===== src/rtl/reaction_sequencer_pkg.sv =====
// ---------------------------------------------------------------------------
// reaction_sequencer_pkg
//   Shared definitions for the reaction-time game sequencer:
//     - state_e      : round FSM states (3-bit encoding)
//     - LFSR_TAPS    : Galois feedback mask for x^16+x^14+x^13+x^11
//     - DEFAULT_SEED : power-on LFSR value
//     - lfsr_step    : one Galois shift of the 16-bit LFSR
//     - fix_seed     : maps an all-zero seed to 1 (all-zero is a lock-up state)
// ---------------------------------------------------------------------------
package reaction_sequencer_pkg;

    typedef enum logic [2:0] {
        ST_IDLE  = 3'd0,
        ST_WAIT  = 3'd1,
        ST_GO    = 3'd2,
        ST_DONE  = 3'd3,
        ST_FAULT = 3'd4
    } state_e;

    localparam logic [15:0] LFSR_TAPS    = 16'hB400;
    localparam logic [15:0] DEFAULT_SEED = 16'hACE1;

    // Right-shifting Galois form: the bit falling out of bit 0 is folded
    // back into the tap positions.
    function automatic logic [15:0] lfsr_step(input logic [15:0] s);
        logic [15:0] n;
        n = s >> 1;
        if (s[0]) begin
            n = n ^ LFSR_TAPS;
        end
        return n;
    endfunction

    function automatic logic [15:0] fix_seed(input logic [15:0] s);
        return (s == '0) ? 16'h0001 : s;
    endfunction

endpackage


===== src/rtl/reaction_sequencer_lfsr.sv =====
// ---------------------------------------------------------------------------
// reaction_sequencer_lfsr
//   Free-running 16-bit Galois LFSR used to randomise the stimulus delay.
//   Loads SEED (zero replaced by 1) while reset is high, otherwise advances
//   once per tick. A non-zero state never steps to zero.
//
//   Ports:
//     tick_ms  in   1   1 kHz clock, posedge active
//     reset    in   1   synchronous, active-high
//     value    out  16  current LFSR state
// ---------------------------------------------------------------------------
module reaction_sequencer_lfsr
    import reaction_sequencer_pkg::*;
#(
    parameter logic [15:0] SEED = DEFAULT_SEED
) (
    input  logic        tick_ms,
    input  logic        reset,
    output logic [15:0] value
);

    localparam logic [15:0] SEED_EFF = fix_seed(SEED);

    logic [15:0] value_q;
    logic [15:0] value_d;

    always_comb begin
        value_d = lfsr_step(value_q);
    end

    always_ff @(posedge tick_ms) begin
        if (reset) begin
            value_q <= SEED_EFF;
        end else begin
            value_q <= value_d;
        end
    end

    assign value = value_q;

endmodule


===== src/rtl/reaction_sequencer.sv =====
// ---------------------------------------------------------------------------
// reaction_sequencer
//   Runs one round of the reaction-time game. A rising edge on start latches
//   a pseudo-random delay (MIN_DELAY_MS + low RANGE_BITS of the LFSR), waits
//   that many ticks, then raises time_out until trigger is pressed or
//   MAX_WAIT_MS ticks elapse. Trigger during the wait is a false start.
//   All counts are in 1 ms ticks.
//
//   Ports:
//     tick_ms      in   1   1 kHz clock, posedge active
//     reset        in   1   synchronous, active-high
//     start        in   1   debounced start button (level)
//     trigger      in   1   debounced response button (level)
//     time_out     out  1   stimulus on
//     busy         out  1   round in progress (WAIT or GO)
//     false_start  out  1   sticky: trigger seen during WAIT
//     no_response  out  1   sticky: stimulus timed out
//     delay_ms     out  16  delay latched for the current round
// ---------------------------------------------------------------------------
module reaction_sequencer
    import reaction_sequencer_pkg::*;
#(
    parameter int unsigned MIN_DELAY_MS = 1000,
    parameter int unsigned RANGE_BITS   = 11,
    parameter int unsigned MAX_WAIT_MS  = 9999,
    parameter logic [15:0] LFSR_SEED    = DEFAULT_SEED
) (
    input  logic        tick_ms,
    input  logic        reset,
    input  logic        start,
    input  logic        trigger,
    output logic        time_out,
    output logic        busy,
    output logic        false_start,
    output logic        no_response,
    output logic [15:0] delay_ms
);

    localparam int unsigned MAX_DELAY    = MIN_DELAY_MS + (32'd1 << RANGE_BITS) - 32'd1;
    localparam logic [15:0] MIN_DELAY_16 = 16'(MIN_DELAY_MS);
    localparam logic [15:0] RANGE_MASK   = 16'((32'd1 << RANGE_BITS) - 32'd1);
    localparam logic [15:0] GO_LAST      = 16'(MAX_WAIT_MS - 32'd1);

    // Every delay and the stimulus window must fit the 16-bit counters.
    if (RANGE_BITS < 1 || RANGE_BITS > 15 || MAX_DELAY > 65535 ||
        MAX_WAIT_MS < 1 || MAX_WAIT_MS > 65535) begin : g_param_check
        $error("reaction_sequencer: parameters exceed 16-bit counter range");
    end

    logic [15:0] lfsr_val;

    reaction_sequencer_lfsr #(
        .SEED (LFSR_SEED)
    ) u_lfsr (
        .tick_ms (tick_ms),
        .reset   (reset),
        .value   (lfsr_val)
    );

    state_e      state_q,       state_d;
    logic        start_q,       start_d;
    logic        time_out_q,    time_out_d;
    logic        busy_q,        busy_d;
    logic        false_start_q, false_start_d;
    logic        no_response_q, no_response_d;
    logic [15:0] delay_q,       delay_d;
    logic [15:0] wait_cnt_q,    wait_cnt_d;
    logic [15:0] go_cnt_q,      go_cnt_d;

    logic        start_rise;
    logic [15:0] new_delay;

    assign start_rise = start & ~start_q;
    assign new_delay  = MIN_DELAY_16 + (lfsr_val & RANGE_MASK);

    always_comb begin
        state_d       = state_q;
        start_d       = start;
        time_out_d    = time_out_q;
        busy_d        = busy_q;
        false_start_d = false_start_q;
        no_response_d = no_response_q;
        delay_d       = delay_q;
        wait_cnt_d    = wait_cnt_q;
        go_cnt_d      = go_cnt_q;

        case (state_q)
            ST_IDLE, ST_DONE, ST_FAULT: begin
                if (start_rise) begin
                    delay_d       = new_delay;
                    // Loaded with D-1 so the stimulus lands exactly D ticks
                    // after the start edge.
                    wait_cnt_d    = new_delay - 16'd1;
                    false_start_d = 1'b0;
                    no_response_d = 1'b0;
                    busy_d        = 1'b1;
                    state_d       = ST_WAIT;
                end
            end

            ST_WAIT: begin
                if (trigger) begin
                    state_d       = ST_FAULT;
                    false_start_d = 1'b1;
                    busy_d        = 1'b0;
                end else if (wait_cnt_q == '0) begin
                    state_d    = ST_GO;
                    time_out_d = 1'b1;
                    go_cnt_d   = '0;
                end else begin
                    wait_cnt_d = wait_cnt_q - 16'd1;
                end
            end

            ST_GO: begin
                if (trigger) begin
                    state_d    = ST_DONE;
                    time_out_d = 1'b0;
                    busy_d     = 1'b0;
                end else if (go_cnt_q == GO_LAST) begin
                    state_d       = ST_DONE;
                    time_out_d    = 1'b0;
                    busy_d        = 1'b0;
                    no_response_d = 1'b1;
                end else begin
                    go_cnt_d = go_cnt_q + 16'd1;
                end
            end

            default: begin
                state_d    = ST_IDLE;
                time_out_d = 1'b0;
                busy_d     = 1'b0;
            end
        endcase
    end

    always_ff @(posedge tick_ms) begin
        if (reset) begin
            state_q       <= ST_IDLE;
            // Held-high start at reset release must not look like an edge.
            start_q       <= 1'b1;
            time_out_q    <= 1'b0;
            busy_q        <= 1'b0;
            false_start_q <= 1'b0;
            no_response_q <= 1'b0;
            delay_q       <= '0;
            wait_cnt_q    <= '0;
            go_cnt_q      <= '0;
        end else begin
            state_q       <= state_d;
            start_q       <= start_d;
            time_out_q    <= time_out_d;
            busy_q        <= busy_d;
            false_start_q <= false_start_d;
            no_response_q <= no_response_d;
            delay_q       <= delay_d;
            wait_cnt_q    <= wait_cnt_d;
            go_cnt_q      <= go_cnt_d;
        end
    end

    assign time_out    = time_out_q;
    assign busy        = busy_q;
    assign false_start = false_start_q;
    assign no_response = no_response_q;
    assign delay_ms    = delay_q;

endmodule


===== config.mk =====
export PLATFORM = sky130hd
export DESIGN_NAME = reaction_sequencer
export DESIGN_NICKNAME = d
export VERILOG_FILES = /design/src/rtl/reaction_sequencer_pkg.sv /design/src/rtl/reaction_sequencer_lfsr.sv /design/src/rtl/reaction_sequencer.sv
export SDC_FILE = /design/constraint.sdc
export NUM_CORES = 1
export LEC_CHECK = 0
export ABC_AREA = 1
export BUFFER_PORTS_ARGS = -buffer_cell sky130_fd_sc_hd__buf_4
export CELL_PAD_IN_SITES_DETAIL_PLACEMENT = 1
export CELL_PAD_IN_SITES_GLOBAL_PLACEMENT = 1
export CORE_UTILIZATION = 43
export DETAILED_ROUTE_END_ITERATION = 12
export HOLD_SLACK_MARGIN = 0.06
export PLACE_DENSITY_LB_ADDON = 0.1
export SYNTH_ARGS = -nofsm -noshare
export SYNTH_HDL_FRONTEND = slang
export SYNTH_SLANG_ARGS = --single-unit

===== constraint.sdc =====
create_clock -name tick_ms -period 2.05 [get_ports tick_ms]
set_input_delay 0.41 -clock tick_ms [delete_from_list [all_inputs] [get_ports tick_ms]]
set_output_delay 0.41 -clock tick_ms [all_outputs]
set_load 0.02 [all_outputs]

==> impl_metrics.yaml <==
drt:
  ant_nets: 0
  routedWlPerCell_um: 14.5
  finalWirelength_mm: 9.77
  vias: 3560
  viasPerCell: 5.30
  drtIter0Drc: 113
  drc: 0
  firstDrtPassIters: 4
layout:
  area_growth_pct: 13.2
  drive_above_1_share_pct: 12.0
  final_nets: 572
  antennaDiodeCount: 0
timing:
  whs_ps: 241
  setup_ws_ps: 196
  setup_viol: 0
  fmax_ghz: 0.539
  tightest_slew_ps: 710
  min_period_ps: 1850
  hold_violations: 0
  relSlewSlack_pct: 52.6
  clock_skew_ps: 12.1
  period_share_pct: 90.4
  drv_slew: 0
synth:
  synthTopCellsByCount: "nand2_1 (115), nor2_1 (81), dfxtp_1 (68)"
  synth_area_leader_cell: "dfxtp_1"
  synth.most_common_cell: "nand2_1"
  yosysWarnings: 0
  synthSimpleGateAreaFrac_pct: 30.3
  ys_ff_latch: 68
  synthFlopType: "dfxtp_1"
  yosysTopAreaCellShare_pct: 37.5
  async_flop_share_pct: 0
  synthXorXnorAreaFrac_pct: 3.62
  netlist_instances: 539
  synth_area_um2: 3630
  synth_top_family_by_area: "simple AND/OR/NAND/NOR gates"
  yosysSeqAreaShare_pct: 37.5
  synth_area_leaders: "dfxtp_1 (38%), nand2_1 (12%), nor2_1 (8.4%)"
  synth-edff-count: 0
  synth_cell_types: 36
  synth.area.mux_share_pct: 0.276
  synth_compound_area_share_pct: 16.2
  postSynthAreaPerCell_um2: 6.73
  synth-adder-area-share_pct: 2.07
clock_tree:
  cts_tree: "done"
  cts_num_sinks: 68
  numCtsBuffers: 9
  cts_root_buf: "clkbuf_8"
  clk_pin_slew_ps: 90
  hold_buffers: 0
  cts_max_level: 3
  clk_path_buf_depth: 2
  clock_latency_ps: 350
global_routing:
  grt_pass1_vias: 3562
  grt_use_total_pct: 24.0
  antenna_found_initial: 0
  grt_max_degree: 38
  met2_usage_pct: 44.8
  grt_use_met1_pct: 27.2
  grt.busiest_layer: "met2"
  met3_usage_pct: 3.96
  grt_pass1_wl_mm: 16.5
  overflow: 0
placed_design:
  io_buffers: 19
  dp_worst_setup_slack_ps: 143
  post-dp-hpwl_mm: 6.99
  gp_congestion: 0.871
critical_path:
  slowest_stage: "dfxtp_1"
  crit_path_cell_trace: "inv_1, ha_1, nand3_1, nand3b_1, nand2_1, nand2_1, nand2_4, inv_2, nand2_1, a21oi_1"
  cpMostUsedCell: "nand2_1"
  crit_path_end_kind: "flip-flop"
  worst_setup_path_start_kind: "flip-flop"
  path_class: "flip-flop to flip-flop"
  worst-path-buf-inv: 2
  cp.arrival_ps: 2120
  cp.required_ps: 2310
  path_max_fanout: 17
  cpPeakStageDelay_ps: 350
  critPathTopFamily: "simple AND/OR/NAND/NOR gates"
hold_path:
  hp-class: "primary input to flip-flop"
power_and_ir_drop:
  comb_power_share_pct: 44.0
  switching_share_pct: 42.9
  seqPwrFrac_pct: 32.6
  powerDensity_nw_per_um2: 1320
  power_switching_uw: 2320
  peakVddDrop_mv: 0.869
  p_int_uw: 3090
  p_clk_share_pct: 23.4
  p_leak_uw: 0.00171
floorplanning:
  rows: 33
  die_w_um: 93.9
  core_area_um2: 8180
  start_util_pct: 44.4
  io_pins: 24
  die_area_um2: 8810
  die_h_um: 93.9
outcome:
  status: "completed"
job:
  max-cap-violations: 0
-- power by group through the flow --
stage	clock [µW]	sequential, µW	combinational [µW]
after floorplan	0	1790	1760
after global placement	0	1780	2210
after detailed placement	0	1790	2300
after CTS	1300	1760	2340
after global routing	1350	1800	2680
final	1270	1770	2380
-- per-stage QoR --
stage,TNS (ps),utilization [%],power (µW),area [µm²],std cells
6_report,0,50.2,5410,4110,672
5_1_grt,-0.678,50.2,5840,4110,672
4_1_cts,0,49.9,5400,4080,671
3_5_place_dp,0,47.2,4100,3860,655
3_3_place_gp,0,47.2,3990,3860,655
2_1_floorplan,0,-,3550,3640,542
-- kinds of logic (layout without fill, tap and decap cells) --
kind of cell | count (synthesis) | in the layout
DFF | 68 | 68
xor gates and xnor gates | 15 | 15
muxes | 1 | 1
adders and majority gates | 6 | 6
AOI/OAI and AO/OA | 110 | 110
buffers and inverters | 79 | 104
other | 1 | 4
and+or+nand+nor | 259 | 259
-- path summary, 6_finish.rpt --
path	depth (start not counted)	endpoint	slack [ps]	from
setup / recovery	10	wait_cnt_q[4]	200	wait_cnt_q[0]
setup reg to reg	10	wait_cnt_q[4]	200	wait_cnt_q[0]
hold / removal	3	start_q	240	start
hold reg to reg	2	u_lfsr.value[14]	420	u_lfsr.value[15]
-- sequential cells by signal, indices dropped and copies added, names as in the netlist --
signal and count:
no_response 1, state_q 3, time_out 1, false_start 1
start_q 1, delay_ms 12, busy 1, go_cnt_q 16
u_lfsr.value 16, wait_cnt_q 16
-- cell type report --
class	count	area [µm²]
multi-input combinational	395	1930
sequential	68	1360
fill	1107	4070
timing repair buffer	32	244
clock inverter	5	85.1
inverter	56	210
tap	105	131
clock buffer	11	141
-- tightest hold or removal path, delay by kind of cell --
kind                   cells  cell delay (ps)
buffers and inverters      2              120
AND/OR/NAND/NOR            1               40
-- metal layers --
layer / vias to the layer above / routed length, µm
met5: - / 0
met4: 0 / 155
met3: 14 / 135
met2: 31 / 5150
met1: 1725 / 4320
li1: 1790 / -
-- cell usage in the layout (no fill, tap or decap), types with 5 or more instances in the layout --
| cell type | count |
|---|---|
| clkbuf_8 | 10 |
| nand3_1 | 29 |
| inv_1 | 50 |
| a21oi_1 | 55 |
| o21ai_0 | 40 |
| nand4_1 | 11 |
| nor2_2 | 5 |
| nor2_1 | 80 |
| buf_4 | 31 |
| nand2_1 | 115 |
| inv_2 | 5 |
| nor3_1 | 6 |
| dfxtp_1 | 68 |
| xor2_1 | 12 |
| ha_1 | 6 |
-- repair_timing --
action | 4_1_cts | 5_1_grt
setup buffers | 0 | 1
endpoints found under the hold margin | 0 | 0
endpoints found under the setup margin | 0 | 30
gates resized for setup | 0 | 6
Note: power is estimated with default switching activity, not from simulation.
